[config.mk]
export PLATFORM = sky130hd
export DESIGN_NAME = ps2_key_event_ctrl
export DESIGN_NICKNAME = d
export VERILOG_FILES = /design/src/rtl/ps2_key_event_ctrl.sv
export SDC_FILE = /design/constraint.sdc
export NUM_CORES = 1
export LEC_CHECK = 0
export BUFFER_PORTS_ARGS = -buffer_cell sky130_fd_sc_hd__buf_4
export CAP_MARGIN = 20
export CORE_MARGIN = 4
export CORE_UTILIZATION = 43
export CTS_BUF_LIST = sky130_fd_sc_hd__clkbuf_2
export DETAILED_ROUTE_END_ITERATION = 6
export PLACE_DENSITY = 0.73
export SETUP_SLACK_MARGIN = 0.02
export SLEW_MARGIN = 40
export SYNTH_ARGS = -nofsm -noshare
export SYNTH_HDL_FRONTEND = slang
export SYNTH_SLANG_ARGS = --single-unit
[constraint.sdc]
create_clock -name clk -period 2.97 [get_ports clk]
set_input_delay 0.297 -clock clk [delete_from_list [all_inputs] [get_ports clk]]
set_output_delay 0.297 -clock clk [all_outputs]
set_load 0.01 [all_outputs]
[src/rtl/ps2_key_event_ctrl.sv]
// ---------------------------------------------------------------------------
// ps2_key_event_ctrl
//
// Sits between the PS/2 byte receiver and a registered scan-code lookup
// table. Decodes F0 (break) and E0 (extended) prefixes, tracks Shift, Ctrl,
// Alt and Caps Lock, addresses the lookup table, applies letter case to the
// returned ASCII and queues characters in a show-ahead FIFO.
//
// Ports
//   clk          system clock, all logic on posedge
//   clrn         synchronous active-low reset
//   code_valid   raw scan byte present
//   code         raw scan byte
//   code_ready   controller can take a byte (IDLE / BRK / EXT / EXT_BRK)
//   lut_scan     registered address to the lookup table
//   lut_ascii    lookup data, valid one clk after lut_scan changes
//   key_valid    FIFO non-empty
//   key_ascii    head-of-FIFO character
//   key_ready    consumer pops the head when key_valid & key_ready
//   fifo_level   number of queued characters
//   press_count  characters queued since reset (wraps)
//   shift_held, ctrl_held, alt_held, caps_on   modifier status
//   overflow     sticky, a character was dropped on a full FIFO
//
// State table
//   state     | meaning
//   ----------+------------------------------------------------------
//   S_IDLE    | waiting for a make byte or a prefix
//   S_BRK     | F0 seen, next byte is the released key
//   S_EXT     | E0 seen, next byte is an extended make (or F0)
//   S_EXT_BRK | E0 F0 seen, next byte is an extended release
//   S_LOOKUP  | lut_scan presented, table registering its data
//   S_CAPTURE | lut_ascii valid, case applied and character pushed
// ---------------------------------------------------------------------------
module ps2_key_event_ctrl #(
   parameter int FIFO_DEPTH = 8
) (
   input  logic                          clk,
   input  logic                          clrn,
   input  logic                          code_valid,
   input  logic [7:0]                    code,
   output logic                          code_ready,
   output logic [7:0]                    lut_scan,
   input  logic [7:0]                    lut_ascii,
   output logic                          key_valid,
   output logic [7:0]                    key_ascii,
   input  logic                          key_ready,
   output logic [$clog2(FIFO_DEPTH):0]   fifo_level,
   output logic [7:0]                    press_count,
   output logic                          shift_held,
   output logic                          ctrl_held,
   output logic                          alt_held,
   output logic                          caps_on,
   output logic                          overflow
);

   localparam int AW = $clog2(FIFO_DEPTH);
   localparam int LW = AW + 1;

   localparam logic [7:0] SC_BREAK  = 8'hF0;
   localparam logic [7:0] SC_EXT    = 8'hE0;
   localparam logic [7:0] SC_LSHIFT = 8'h12;
   localparam logic [7:0] SC_RSHIFT = 8'h59;
   localparam logic [7:0] SC_CTRL   = 8'h14;
   localparam logic [7:0] SC_ALT    = 8'h11;
   localparam logic [7:0] SC_CAPS   = 8'h58;

   typedef enum logic [2:0] {
      S_IDLE,
      S_BRK,
      S_EXT,
      S_EXT_BRK,
      S_LOOKUP,
      S_CAPTURE
   } state_t;

   state_t state;
   state_t state_nxt;

   logic       accept;
   logic       is_modifier;
   logic       push_req;
   logic [7:0] push_data;
   logic       caps_held;

   logic [7:0]    mem [FIFO_DEPTH];
   logic [AW-1:0] rd_ptr;
   logic [AW-1:0] wr_ptr;
   logic [LW-1:0] level;
   logic          full;
   logic          empty;
   logic          pop;
   logic          push_ok;

   assign accept = code_valid & code_ready;

   assign is_modifier = (code == SC_LSHIFT) || (code == SC_RSHIFT) ||
                        (code == SC_CTRL)   || (code == SC_ALT)    ||
                        (code == SC_CAPS);

   // ---------------- FSM: state register ----------------
   always_ff @(posedge clk) begin
      if (!clrn) begin
         state <= S_IDLE;
      end else begin
         state <= state_nxt;
      end
   end

   // ---------------- FSM: next state ----------------
   always_comb begin
      state_nxt = state;
      case (state)
         S_IDLE: begin
            if (accept) begin
               if (code == SC_BREAK) begin
                  state_nxt = S_BRK;
               end else if (code == SC_EXT) begin
                  state_nxt = S_EXT;
               end else if (!is_modifier) begin
                  state_nxt = S_LOOKUP;
               end
            end
         end
         S_BRK: begin
            if (accept) state_nxt = S_IDLE;
         end
         S_EXT: begin
            if (accept) state_nxt = (code == SC_BREAK) ? S_EXT_BRK : S_IDLE;
         end
         S_EXT_BRK: begin
            if (accept) state_nxt = S_IDLE;
         end
         S_LOOKUP:  state_nxt = S_CAPTURE;
         S_CAPTURE: state_nxt = S_IDLE;
         default:   state_nxt = S_IDLE;
      endcase
   end

   // ---------------- FSM: outputs ----------------
   // Letters come out of the table in upper case; they stay upper only when
   // exactly one of Shift / Caps Lock is active.
   always_comb begin
      code_ready = 1'b0;
      push_req   = 1'b0;
      push_data  = lut_ascii;
      case (state)
         S_IDLE, S_BRK, S_EXT, S_EXT_BRK: code_ready = 1'b1;
         S_CAPTURE: begin
            push_req = (lut_ascii != 8'd0);
            if ((lut_ascii >= 8'd65) && (lut_ascii <= 8'd90) &&
                !(shift_held ^ caps_on)) begin
               push_data = lut_ascii + 8'd32;
            end
         end
         default: ;
      endcase
   end

   // ---------------- modifier flags and table address ----------------
   // caps_held suppresses re-toggling while the Caps key auto-repeats.
   always_ff @(posedge clk) begin
      if (!clrn) begin
         shift_held <= 1'b0;
         ctrl_held  <= 1'b0;
         alt_held   <= 1'b0;
         caps_on    <= 1'b0;
         caps_held  <= 1'b0;
         lut_scan   <= 8'd0;
      end else if (accept) begin
         case (state)
            S_IDLE: begin
               case (code)
                  SC_LSHIFT, SC_RSHIFT: shift_held <= 1'b1;
                  SC_CTRL:              ctrl_held  <= 1'b1;
                  SC_ALT:               alt_held   <= 1'b1;
                  SC_CAPS: begin
                     if (!caps_held) caps_on <= ~caps_on;
                     caps_held <= 1'b1;
                  end
                  SC_BREAK, SC_EXT: ;
                  default:              lut_scan <= code;
               endcase
            end
            S_BRK: begin
               case (code)
                  SC_LSHIFT, SC_RSHIFT: shift_held <= 1'b0;
                  SC_CTRL:              ctrl_held  <= 1'b0;
                  SC_ALT:               alt_held   <= 1'b0;
                  SC_CAPS:              caps_held  <= 1'b0;
                  default: ;
               endcase
            end
            S_EXT: begin
               case (code)
                  SC_CTRL: ctrl_held <= 1'b1;
                  SC_ALT:  alt_held  <= 1'b1;
                  default: ;
               endcase
            end
            S_EXT_BRK: begin
               case (code)
                  SC_CTRL: ctrl_held <= 1'b0;
                  SC_ALT:  alt_held  <= 1'b0;
                  default: ;
               endcase
            end
            default: ;
         endcase
      end
   end

   // ---------------- character FIFO ----------------
   // A push into a full FIFO still succeeds when the head is popped on the
   // same edge.
   assign full    = (level == LW'(FIFO_DEPTH));
   assign empty   = (level == '0);
   assign pop     = key_ready & ~empty;
   assign push_ok = push_req & (~full | pop);

   always_ff @(posedge clk) begin
      if (!clrn) begin
         rd_ptr      <= '0;
         wr_ptr      <= '0;
         level       <= '0;
         overflow    <= 1'b0;
         press_count <= 8'd0;
      end else begin
         if (push_ok) begin
            wr_ptr      <= wr_ptr + AW'(1);
            press_count <= press_count + 8'd1;
         end
         if (pop) begin
            rd_ptr <= rd_ptr + AW'(1);
         end
         case ({push_ok, pop})
            2'b10:   level <= level + LW'(1);
            2'b01:   level <= level - LW'(1);
            default: level <= level;
         endcase
         if (push_req && !push_ok) begin
            overflow <= 1'b1;
         end
      end
   end

   // Storage needs no reset; the pointers define which entries are live.
   always_ff @(posedge clk) begin
      if (push_ok) begin
         mem[wr_ptr] <= push_data;
      end
   end

   assign key_valid  = ~empty;
   assign key_ascii  = mem[rd_ptr];
   assign fifo_level = level;

endmodule

-- Yosys cells after proc, flatten, opt, wreduce, memory -nomap -nowiden
Memories as Yosys holds them, arrays and structs flattened. A register that Yosys moved wholly into a read port is not among the register bits.
Cells that the tools add are included.
- bits of input ports: 20
- memories: 1
- flip-flop bits (word level): 35
- output and inout port bits: 35
- RAM bits: 64
- reduce and logical (&&, ||, !) cells: 27
- bitwise gates (word level): 10
- $add $sub $neg: 6
- equality and inequality tests: 27
- mux-type cells: 29
- magnitude comparators: 2
- memory list (name ; depth ; bits a word ; read ports ; clocked after Yosys merged registers in ; wr ports ; line ; RTL):
    mem ; 8 ; 8 ; 1 ; 1 ; 1 ; 86 ; logic [7:0] mem [FIFO_DEPTH];
- operator list (operator ; count):
    8-bit by 5-bit == test with 1-bit output, second input constant ; 3
    3-bit two-way mux ; 8
    4-bit AND reduction ; 6
    8-bit by 7-bit == test with 1-bit output, second input constant ; 2
    8-bit == test, second input constant ; 2
    8-bit two-way mux ; 2
    1-bit two-way mux ; 12
    2-bit by 1-bit inequality test with 1-bit output, second input constant ; 6
    3-bit one-hot mux with 4 select lines ; 1
    2-bit inequality test, second input constant ; 5
    8-bit by 1-bit adder with 8-bit output, second input constant ; 1
    8-bit by 6-bit adder with 8-bit output, second input constant ; 1
    8-bit by 7-bit greater-or-equal comparator with 1-bit output, second input constant ; 1
    8-bit by 7-bit <= comparator with 1-bit output, second input constant ; 1
    1-bit one-hot mux with 2 select lines ; 4
    4-bit one-hot mux with 2 select lines ; 1
    8-bit nonzero test ; 1
    7-bit OR reduction ; 1
    3-bit by 1-bit adder with 3-bit output, second input constant ; 2
    3-bit by 2-bit == test with 1-bit output, second input constant ; 2
    3-bit == test, second input constant ; 2
    2-bit nonzero test ; 3
    2-bit OR reduction ; 3
    1-bit inverter ; 5
    18 further kinds ; 26

-- Longest topological paths before layout
- depth after elaboration: 10
- gate-level depth with buffers: 12
- mapped depth without buffers: 10

-- Worst setup path after synthesis
No wires, ideal clock.
- path kind: register to register
- from: reg state[1]
- to: mem mem[4][0], enable pin
- setup slack: 0.402 ns
- stages on the path, launching flop included: 8
- path buffers: 3
- period minus slack after synthesis: 2.568 ns
- required time: 2.572 ns
- arrival: 2.170 ns
- cells stage by stage: dfxtp_1 > clkbuf_1 > and3b_1 > o31a_1 > buf_6 > nand2_1 > buf_2 > nor4b_1
- word-level cells in the longest chain between the ends: 5
- ends and longest elaborated chain (element ; line ; RTL):
    start, declared ; 77 ; state_t state;
    start signal, assigned ; 106 ; state <= state_nxt;
    3-bit == test ; 147 ; case (state)
    1-bit two-way mux ; 147 ;
    1-bit AND ; 219 ; assign push_ok = push_req & (~full | pop);
    1-bit two-way mux ; 249 ; if (push_ok) begin
    1-bit two-way mux (implied by the code) ; 250 ; mem[wr_ptr] <= push_data;
    end, declared ; 86 ;
Every way passes these cells.

-- Worst setup path after layout
- from: in lut_ascii[1]
- to: reg level[3] (netlist: fifo_level[3])
- word-level cells in the longest chain between the ends: 5
- ends and longest elaborated chain (element ; line ; RTL):
    start, declared ; 44 ; input logic [7:0] lut_ascii,
    8-bit nonzero test (*) ; 150 ; push_req = (lut_ascii != 8'd0);
    1-bit two-way mux (*) ; 147 ;
    1-bit AND (*) ; 219 ;
    2-bit by 1-bit == test with 1-bit output / 2-bit == test (equally long branches) ; 236 ; case ({push_ok, pop})
    4-bit one-hot mux with 2 select lines / 2-bit nonzero test (equally long branches) ; - ;
    end signal, assigned ; 237 ; 2'b10: level <= level + LW'(1);
    end signal, assigned ; 238 ; 2'b01: level <= level - LW'(1);
    end signal, assigned ; 239 ; default: level <= level;
    end, declared ; 89 ; logic [LW-1:0] level;
Every way passes the cells marked *; elsewhere a longest branch is shown, timed or not.
A chain may end at the register's enable or synchronous reset.

==> results.py <==
metrics = {
    "outcome": {
        "status": "finished clean",
    },
    "clocking": {
        "cts_root_buf": "clkbuf_2",
        "clk_pin_slew_worst_paths_ns": 0.27,
        "clockBufferDepth": 2,
        "htreeDepth": 3,
        "numCtsBuffers": 9,
        "cts_tree": "done",
        "ctsResizeCount": 0,
        "clk-insertion-delay-late_ns": 0.54,
        "clock_sinks": 102,
    },
    "final_layout": {
        "diodes": 0,
        "drive_gt1_share_pct": 26.9,
        "seqCellArea_um2": 2680,
        "mostFrequentLayoutCells": "buf_4 (65), edfxtp_1 (64), dfxtp_1 (38)",
        "multi_input_area_um2": 1680,
        "num-nets-final": 439,
        "final_common_cell": "buf_4",
        "fillers": 875,
        "area_growth_pct": 17.9,
    },
    "synth": {
        "synthArstFlopShare_pct": 0,
        "synth_nets": 373,
        "synth_seq_cells": 102,
        "synth_cell_type_count": 55,
        "synth_edf_count": 64,
        "synth_cells": 346,
        "synth_top_area_cell": "edfxtp_1",
        "ys.flop_type": "edfxtp_1",
        "seq_area_frac_synth_pct": 59.7,
        "synth.top_cell.area_share_pct": 42.8,
        "yosysWarnings": 0,
        "synth.area.top_cells": "edfxtp_1 (43%), dfxtp_1 (17%), mux4_2 (8.0%)",
        "netlist_area_um2": 4490,
        "synth.avg_cell_area_um2": 13.0,
    },
    "floorplanning": {
        "initial_core_util_pct": 43.9,
        "fp.dieH_um": 110,
        "io_pins": 55,
        "die_width_um": 110,
        "dieArea_um2": 12100,
        "rows": 37,
        "core_region_area_um2": 10200,
    },
    "grt": {
        "grt_use_total_pct": 15.4,
        "grt.overflow.total": 0,
        "first_global_vias": 2797,
        "grt_pass1_wl_um": 14200,
        "grt_max_degree": 26,
        "antenna_found_initial": 0,
    },
    "worst_setup_path": {
        "timing.critical_path.mode_cell": "a21o_1",
        "r2r_slack_ns": 0.34,
        "crit_type": "input port to flop",
        "start_kind": "input port",
        "worstPathRequired_ns": 3.45,
        "slowest_delay_ns": 0.55,
        "end_kind": "flop",
        "cp-startpoint": "lut_ascii[1]",
        "crit_path_max_fanout": 10,
        "worstPathCellList": "dlygate4sd3_1 -> buf_4 -> or4_4 -> o31a_1 -> nand2b_1 -> inv_1 -> ha_1 -> a21o_1 -> a21o_1 -> and3_1 -> o21a_1 -> nor3_1",
        "worst_r2r_startpoint": "fifo_level[0]$_SDFFE_PN0P_",
        "slowest_stage": "or4_4",
        "cp_data_arrival_time_ns": 3.21,
    },
    "power": {
        "power.density_nw_per_um2": 605,
        "cellLeakagePower_nw": 1.91,
        "ir_drop_v": 0.000318,
        "power_mw": 3.21,
    },
    "sta": {
        "fin_ws_ns": 0.237,
        "min_period_ns": 2.73,
        "hold_violations": 0,
        "worst_slew_pin_slew_ns": 0.745,
        "fmax_ghz": 0.366,
        "slew_violations": 0,
        "setup_viol": 0,
        "finClkSkew_ns": 0.0240,
        "finalSetupTns_ns": 0,
        "rsz0062_at_grt": "false",
        "slew-limit-headroom_pct": 50.3,
        "whs_ns": 0.0796,
        "finalCritPeriodShare_pct": 92.0,
    },
    "drt": {
        "wirelength_um": 8850,
        "wl_per_cell_um": 16.0,
        "drt_iter0_markers": 170,
        "first_pass_iters": 4,
        "final_antenna_net_count": 0,
        "via_per_inst": 5.22,
        "drc_errors": 0,
        "vias": 2889,
    },
    "place": {
        "pre_cts_slack_ns": 0.233,
        "dp_hpwl_um": 6080,
        "gp_congestion": 0.793,
        "port_buffers": 54,
    },
    "flow_run": {
        "drv_cap": 0,
    },
    "min_path": {
        "worstHoldStart": "clrn",
        "hold_class": "input port to flop",
    },
}
## Yosys cell counts (6+ instances only)
cell,instances
a21oi_1,11
nand3_1,9
mux2_2,8
inv_1,8
mux2i_1,11
mux4_2,16
clkbuf_1,14
edfxtp_1,64
nand2_1,31
ha_1,6
dfxtp_1,38
nor3_1,11
nor2_1,25
xnor2_1,9
## state kept, by name, indices dropped and copies added, names as in the netlist, named ones only
| signal | flops |
|---|---|
| rd_ptr | 3 |
| mem | 64 |
| caps_held | 1 |
| press_count | 8 |
| overflow | 1 |
| state | 3 |
| ctrl_held | 1 |
| alt_held | 1 |
| caps_on | 1 |
| wr_ptr | 3 |
| shift_held | 1 |
| fifo_level | 4 |
| lut_scan | 8 |
## area by class of cell
| class | count | area share, % |
|---|---|---|
| clock buffers | 9 | 0.850 |
| clock inverters | 7 | 1.54 |
| inverters | 8 | 0.567 |
| multi-input cells | 214 | 31.7 |
| flip-flops and latches | 102 | 50.6 |
| well taps | 136 | 3.21 |
| repair buffers | 77 | 11.5 |
## routing by layer
layer  GRT usage, %  part of all wire, %
met1           19.7                   44
met2           26.3                   51
met3           4.48                  4.8
met4           2.90                 0.37
met5              0                    0
## worst paths after layout
kind / cells after the start / endpoint
hold reg to reg: 2 / lut_scan[4]$_SDFFE_PN0P_
hold / removal: 2 / press_count[6]$_SDFFE_PN0P_
setup / recovery: 12 / fifo_level[3]$_SDFFE_PN0P_
setup reg to reg: 10 / fifo_level[3]$_SDFFE_PN0P_
## power by group
| group | internal (mW) | total, mW | switching, mW |
|---|---|---|---|
| logic | 0.483 | 0.902 | 0.418 |
| registers | 1.56 | 1.63 | 0.0709 |
| clock network | 0.208 | 0.669 | 0.461 |
| total | 2.26 | 3.21 | 0.950 |
## stage by stage
step / instances / utilization [%] / area [um^2]
floorplan: 346 / - / 4490
global placement: 525 / 49.4 / 5050
detailed placement: 525 / 49.4 / 5050
CTS: 553 / 51.8 / 5300
global route: 553 / 51.8 / 5300
finish: 553 / 51.8 / 5300
## cells by family after synthesis
group	count (synthesis)	synth area share [%]
AO/OA/AOI/OAI	38	5.74
buffers and inverters	30	2.87
AND/OR/NAND/NOR	119	14.0
adder cells (fa/ha/maj)	7	2.12
flip-flops	102	59.7
multiplexers	36	12.8
XOR/XNOR	14	2.73
## what timing repair did
| item | CTS | global route |
|---|---|---|
| setup buffers | 0 | 0 |
| endpoints found under the hold margin | 47 | 0 |
| hold buffers | 12 | 0 |
## critical path: cells and delay by family
family / cells / cell delay (ns)
simple gates: 4 / 1.04
compound gates: 4 / 0.84
buf+inv: 3 / 0.80
fa+ha+maj: 1 / 0.23
Power figures use the tool's default switching activity.
